--- src/rtl/i2c_txn_arbiter.sv ---
// Round-robin arbiter that serialises N_REQ requesters onto one shared i2c_master.
// Optional WAIT watchdog is enabled with `define I2C_ARB_TIMEOUT_EN.
module i2c_txn_arbiter #(
  parameter int N_REQ       = 4,
  parameter int TIMEOUT_CYC = 100000,
  localparam int GW         = (N_REQ > 1) ? $clog2(N_REQ) : 1
) (
  input  logic                 clk,
  input  logic                 rst,
  input  logic [N_REQ-1:0]     req_valid,
  input  logic [7*N_REQ-1:0]   req_addr,
  input  logic [8*N_REQ-1:0]   req_reg,
  input  logic [8*N_REQ-1:0]   req_wdata,
  input  logic [N_REQ-1:0]     req_rd,
  output logic [N_REQ-1:0]     resp_valid,
  output logic [7:0]           resp_rdata,
  output logic                 resp_err,
  output logic [6:0]           m_addr,
  output logic [7:0]           m_reg_addr,
  output logic [7:0]           m_din,
  output logic                 m_rd,
  output logic                 m_start,
  input  logic                 m_done,
  input  logic [7:0]           m_dout,
  output logic                 busy,
  output logic [GW-1:0]        grant_id
);

  typedef enum logic [1:0] {S_IDLE, S_ISSUE, S_WAIT, S_RESP} state_t;

  state_t          state_q, state_d;
  logic [GW-1:0]   last_grant_q, last_grant_d;
  logic [GW-1:0]   grant_q, grant_d;
  logic [6:0]      addr_q, addr_d;
  logic [7:0]      reg_q, reg_d;
  logic [7:0]      din_q, din_d;
  logic            rd_q, rd_d;
  logic [7:0]      rdata_q, rdata_d;

  logic [6:0] addr_a  [N_REQ];
  logic [7:0] reg_a   [N_REQ];
  logic [7:0] wdata_a [N_REQ];

  logic          found;
  logic [GW-1:0] win;

  for (genvar i = 0; i < N_REQ; i++) begin : g_req
    assign addr_a[i]     = req_addr[7*i +: 7];
    assign reg_a[i]      = req_reg[8*i +: 8];
    assign wdata_a[i]    = req_wdata[8*i +: 8];
    assign resp_valid[i] = (state_q == S_RESP) && (grant_q == GW'(i));
  end

  // Round-robin search: starts just after the last winner and wraps.
  always_comb begin
    int idx;
    found = 1'b0;
    win   = '0;
    idx   = 0;
    for (int k = 1; k <= N_REQ; k++) begin
      idx = int'(last_grant_q) + k;
      if (idx >= N_REQ) idx = idx - N_REQ;
      if (!found && req_valid[GW'(idx)]) begin
        found = 1'b1;
        win   = GW'(idx);
      end
    end
  end

`ifdef I2C_ARB_TIMEOUT_EN
  localparam int CW = (TIMEOUT_CYC > 1) ? $clog2(TIMEOUT_CYC) : 1;
  logic [CW-1:0] tmo_cnt_q, tmo_cnt_d;
  logic          err_q, err_d;
  logic          tmo_hit;

  // Counter is zero outside WAIT, so it restarts from 0 on every WAIT entry.
  assign tmo_cnt_d = (state_q == S_WAIT) ? tmo_cnt_q + 1'b1 : '0;
  assign tmo_hit   = (tmo_cnt_q == CW'(TIMEOUT_CYC - 1));
  assign resp_err  = err_q;

  always_ff @(posedge clk) begin
    if (rst) begin
      tmo_cnt_q <= '0;
      err_q     <= 1'b0;
    end else begin
      tmo_cnt_q <= tmo_cnt_d;
      err_q     <= err_d;
    end
  end
`else
  assign resp_err = 1'b0;
`endif

  always_comb begin
    state_d      = state_q;
    last_grant_d = last_grant_q;
    grant_d      = grant_q;
    addr_d       = addr_q;
    reg_d        = reg_q;
    din_d        = din_q;
    rd_d         = rd_q;
    rdata_d      = rdata_q;
`ifdef I2C_ARB_TIMEOUT_EN
    err_d        = err_q;
`endif
    case (state_q)
      S_IDLE: begin
        if (found) begin
          state_d      = S_ISSUE;
          last_grant_d = win;
          grant_d      = win;
          addr_d       = addr_a[win];
          reg_d        = reg_a[win];
          din_d        = wdata_a[win];
          rd_d         = req_rd[win];
        end
      end
      S_ISSUE: state_d = S_WAIT;
      S_WAIT: begin
        // A real completion wins over a watchdog expiry in the same cycle.
        if (m_done) begin
          state_d = S_RESP;
          rdata_d = rd_q ? m_dout : 8'h00;
`ifdef I2C_ARB_TIMEOUT_EN
          err_d   = 1'b0;
        end else if (tmo_hit) begin
          state_d = S_RESP;
          rdata_d = 8'h00;
          err_d   = 1'b1;
`endif
        end
      end
      S_RESP:  state_d = S_IDLE;
      default: state_d = S_IDLE;
    endcase
  end

  always_ff @(posedge clk) begin
    if (rst) begin
      state_q      <= S_IDLE;
      last_grant_q <= GW'(N_REQ - 1);
      grant_q      <= '0;
      addr_q       <= '0;
      reg_q        <= '0;
      din_q        <= '0;
      rd_q         <= 1'b0;
      rdata_q      <= '0;
    end else begin
      state_q      <= state_d;
      last_grant_q <= last_grant_d;
      grant_q      <= grant_d;
      addr_q       <= addr_d;
      reg_q        <= reg_d;
      din_q        <= din_d;
      rd_q         <= rd_d;
      rdata_q      <= rdata_d;
    end
  end

  assign m_start    = (state_q == S_ISSUE);
  assign busy       = (state_q != S_IDLE);
  assign grant_id   = grant_q;
  assign m_addr     = addr_q;
  assign m_reg_addr = reg_q;
  assign m_din      = din_q;
  assign m_rd       = rd_q;
  assign resp_rdata = rdata_q;

endmodule

--- config.mk ---
export PLATFORM = sky130hd
export DESIGN_NAME = i2c_txn_arbiter
export DESIGN_NICKNAME = d
export VERILOG_FILES = /design/src/rtl/i2c_txn_arbiter.sv
export SDC_FILE = /design/constraint.sdc
export NUM_CORES = 1
export LEC_CHECK = 0
export ABC_AREA = 0
export CORE_MARGIN = 8
export CORE_UTILIZATION = 35
export DETAILED_ROUTE_END_ITERATION = 7
export GPL_ROUTABILITY_DRIVEN = 0
export GPL_TIMING_DRIVEN = 0
export MAX_ROUTING_LAYER = met4
export PLACE_DENSITY = 0.88
export SYNTH_ARGS = -nofsm -noshare
export SYNTH_HDL_FRONTEND = slang
export SYNTH_SLANG_ARGS = --single-unit
--- constraint.sdc ---
create_clock -name clk -period 1.8 [get_ports clk]
set_input_delay 0.27 -clock clk [delete_from_list [all_inputs] [get_ports clk]]
set_output_delay 0.27 -clock clk [all_outputs]
set_load 0.01 [all_outputs]
==> summary.md <==
| Metric | Value |
|---|---|
| Vias per cell | 5.56 |
| Mapped Cells | 344 |
| Die X | 103 um |
| Routed Antenna Nets | 0 |
| Most numerous cell in the Yosys netlist | o21ai_0 |
| Finish-stage setup viols | 1 |
| Crit path capture | m_din[1]$_SDFFE_PP0P_ |
| CP Launch Point | state_q[1]$_SDFFE_PP0P_ |
| Non-Filler Instances | 614 |
| Status | finished with violations |
| Synth top cells by count | 48 x o21ai_0, 38 x dfxtp_1, 38 x nand2_1, 35 x a21oi_1, 32 x nand3_1 |
| DRC Markers | 0 |
| Seq/Total Area, Yosys | 28.5% |
| Netlist Area Pre-Place | 2670 sq um |
| Arrival time worst endpoint | 2.03 ns |
| Initial antenna violation count | 0 |
| Setup Skew | 0.00522 ns |
| CTS Buffer Depth | 2 |
| Rows | 32 |
| Cells after DPL | 596 |
| Synth Flop Type | dfxtp_1 |
| CTS H-tree lvls | 2 |
| Vias in the first global route | 3568 |
| Drt first pass iters | 4 |
| Seq pwr share | 23.7% |
| Post-synth top area cell | dfxtp_1 |
| TritonCTS buffer count | 5 |
| Slew @ Worst Pin | 0.526 ns |
| Post-synth cell types | 43 |
| Ant. Diodes | 0 |
| IO Pins | 152 |
| R2R Setup Slk | -0.03 ns |
| Max-slew headroom | 64.9% |
| Hold_sp | resp_rdata[4]$_SDFFE_PP0P_ |
| Chip Height | 103 um |
| First-pass GRT wire length | 16900 um |
| Worst setup path class | flip-flop to flip-flop |
| CP startpoint kind | flip-flop |
| Share of the synthesized area in the top cell type | 28.5% |
| DP HPWL | 8530 um |
| Hold Path Class | flip-flop to flip-flop |
| Maxcap violations | 0 |
| Hold-fix buffers, CTS | 0 |
| Final Cycle Share | 102% |
| Gate power share | 64.9% |
| Worst Reg2Reg Path Length in Cells | 9 |
| FF-to-FF Start | state_q[1]$_SDFFE_PP0P_ |
| Core area | 7570 sq um |
| Avg Inst Size Synth | 7.75 sq um |
| Final Hold Fails | 0 |
| Psw | 2.52 mW |
| Pwr dens | 1230 nW/um^2 |
| WL/cell | 18.9 um |
| Clk pin slew, worst setup/hold paths | 0.08 ns |
| Clk sinks | 38 |
| Synth Register Bits | 38 |
| Final min period | 1.83 ns |
| Slew Viols, Final | 0 |
| DR vias | 3416 |
| Final #Nets | 627 |
| R2r endpoint | m_din[1]$_SDFFE_PP0P_ |
| Worst EP required | 2.00 ns |
| Syn. warnings | 0 |
| Post-route setup slack | -0.0346 ns |
| LEAKAGE | 1.69 nW |
| Largest net degree at the start of global routing | 13 |
| Input/output buffers | 150 |
| 1st-iter DRT viols | 156 |
| EDFF count, synth | 0 |
| Maximum vdd drop | 0.000676 V |
| Failing checks | negative setup slack |
| Internal power | 3.22 mW |
| TritonCTS clock tree | done |
| Total track usage | 20.7% |
| Final WL | 11600 um |
| Min Hold Slack | 0.455 ns |
| Share of layout cells above drive strength 1 | 18.4% |
| Total die area | 10700 sq um |
| Ys async rst share | 0% |
| Synthesized Nets | 460 |
| Switch share | 44.0% |
| Grt ovf | 0 |
| Top post-synthesis cells by area | dfxtp_1 29%, a22oi_2 9.4%, o21ai_0 9.0% |
| Starting Density | 35.2% |
| Clock power frac | 11.3% |
| RSZ-0062 raised after global routing | yes |
| Root Buffer Master | clkbuf_8 |
| Crit-path max FO | 4 |
| Highest clock rate | 0.545 GHz |
| Worst setup EP type | flip-flop |
| Skew-Pair Late Insertion Delay | 0.30 ns |
| Layout area overhead | 74.7% |
==> timing repair <==
item                                    4_1_cts  5_1_grt
gates cloned                                  0        1
pin swaps                                     3        9
endpoints found under the setup margin       33       24
gates resized for setup                      35       56
buffers inserted                              6        3
==> how the worst min path moves through the flow <==
| stage | cells past startpoint | endpoint | slack, ns |
|---|---|---|---|
| 6_report | 2 | resp_rdata[4]$_SDFFE_PP0P_ | 0.46 |
| 5_1_grt | 2 | resp_rdata[2]$_SDFFE_PP0P_ | 0.48 |
| 4_1_cts | 2 | resp_rdata[4]$_SDFFE_PP0P_ | 0.46 |
| 3_5_place_dp | 2 | resp_rdata[4]$_SDFFE_PP0P_ | 0.45 |
| 3_3_place_gp | 2 | resp_rdata[1]$_SDFFE_PP0P_ | 0.44 |
| 2_1_floorplan | 1 | state_q[0]$_SDFFE_PP0P_ | 0.35 |
==> state kept, by name (all words and copies together), names as in the netlist <==
name,count
grant_id,2
last_grant_q,2
m_addr,7
m_din,8
m_rd,1
m_reg_addr,8
resp_rdata,8
state_q,2
==> logic make-up (layout without fill, tap and decap cells) <==
logic type / after synthesis / after routing / share of synthesized area (%)
compound gates: 163 / 163 / 44.1
fa+ha+maj: 5 / 5 / 2.35
buf+inv: 40 / 208 / 7.13
flops: 38 / 38 / 28.5
mux: 3 / 3 / 1.13
other cells: 1 / 1 / 0.141
simple gates: 94 / 94 / 16.7
==> per-stage QoR <==
stage	cell area [sq um]	setup WS, ns	utilization (%)	total power, mW	TNS (ns)
2_1_floorplan	2670	0.0645	-	3.25	0
3_3_place_gp	4300	-0.651	56.8	4.44	-16.84
3_5_place_dp	4300	-0.698	56.8	4.55	-18.43
4_1_cts	4470	0.0113	59.1	5.37	0
5_1_grt	4660	-0.0588	61.6	6.08	-0.401
6_report	4660	-0.0346	61.6	5.74	-0.0346
==> worst max-delay path, stage by stage (launching register included) <==
cell	delay [ns]
dfxtp_4	0.37
inv_4	0.07
ha_4	0.15
o41a_1	0.26
nor2_4	0.06
buf_6	0.14
buf_4	0.15
a32oi_2	0.20
a22oi_1	0.14
o21a_1	0.20
==> routing by layer <==
metal  wire length (um)  vias up  track usage, %
met5                  0        -               -
met3                688       25            3.61
met2               6120      142            38.0
met1               4550     1628            21.7
li1                   -     1621               -
met4                249        0            7.90
==> power by group through the flow <==
stage          sequential (mW)  combinational [mW]  clock (mW)
4_1_cts                   1.32                3.40       0.656
2_1_floorplan             1.39                1.85           0
6_report                  1.36                3.73       0.651
5_1_grt                   1.40                4.00       0.686
3_3_place_gp              1.31                3.13           0
3_5_place_dp              1.32                3.22           0
==> placed cells by master, fill, tap and decap left out, types with 6 or more instances in the layout <==
| cell | n |
|---|---|
| clkdlybuf4s50_1 | 141 |
| nand2_1 | 38 |
| o21ai_0 | 36 |
| a21oi_1 | 35 |
| dfxtp_1 | 34 |
| nand3_1 | 32 |
| o21a_1 | 23 |
| a22oi_2 | 20 |
| buf_4 | 13 |
| o21ai_1 | 12 |
| a32oi_1 | 12 |
| clkbuf_2 | 11 |
| a32oi_2 | 11 |
| nor2_1 | 8 |
| clkbuf_1 | 7 |
| clkbuf_8 | 6 |
| dlygate4sd2_1 | 6 |
==> cell type report <==
type                    instances  area (sq um)
repair buffers                160          1580
plain buffers                  35           231
clock inverters                 2          12.5
well taps                     102           128
fillers                       651          2910
multi-input cells             266          1830
inverters                       5          23.8
flip-flops and latches         38           771
clock buffers                   6          82.6
(Power assumes the default switching activity.)
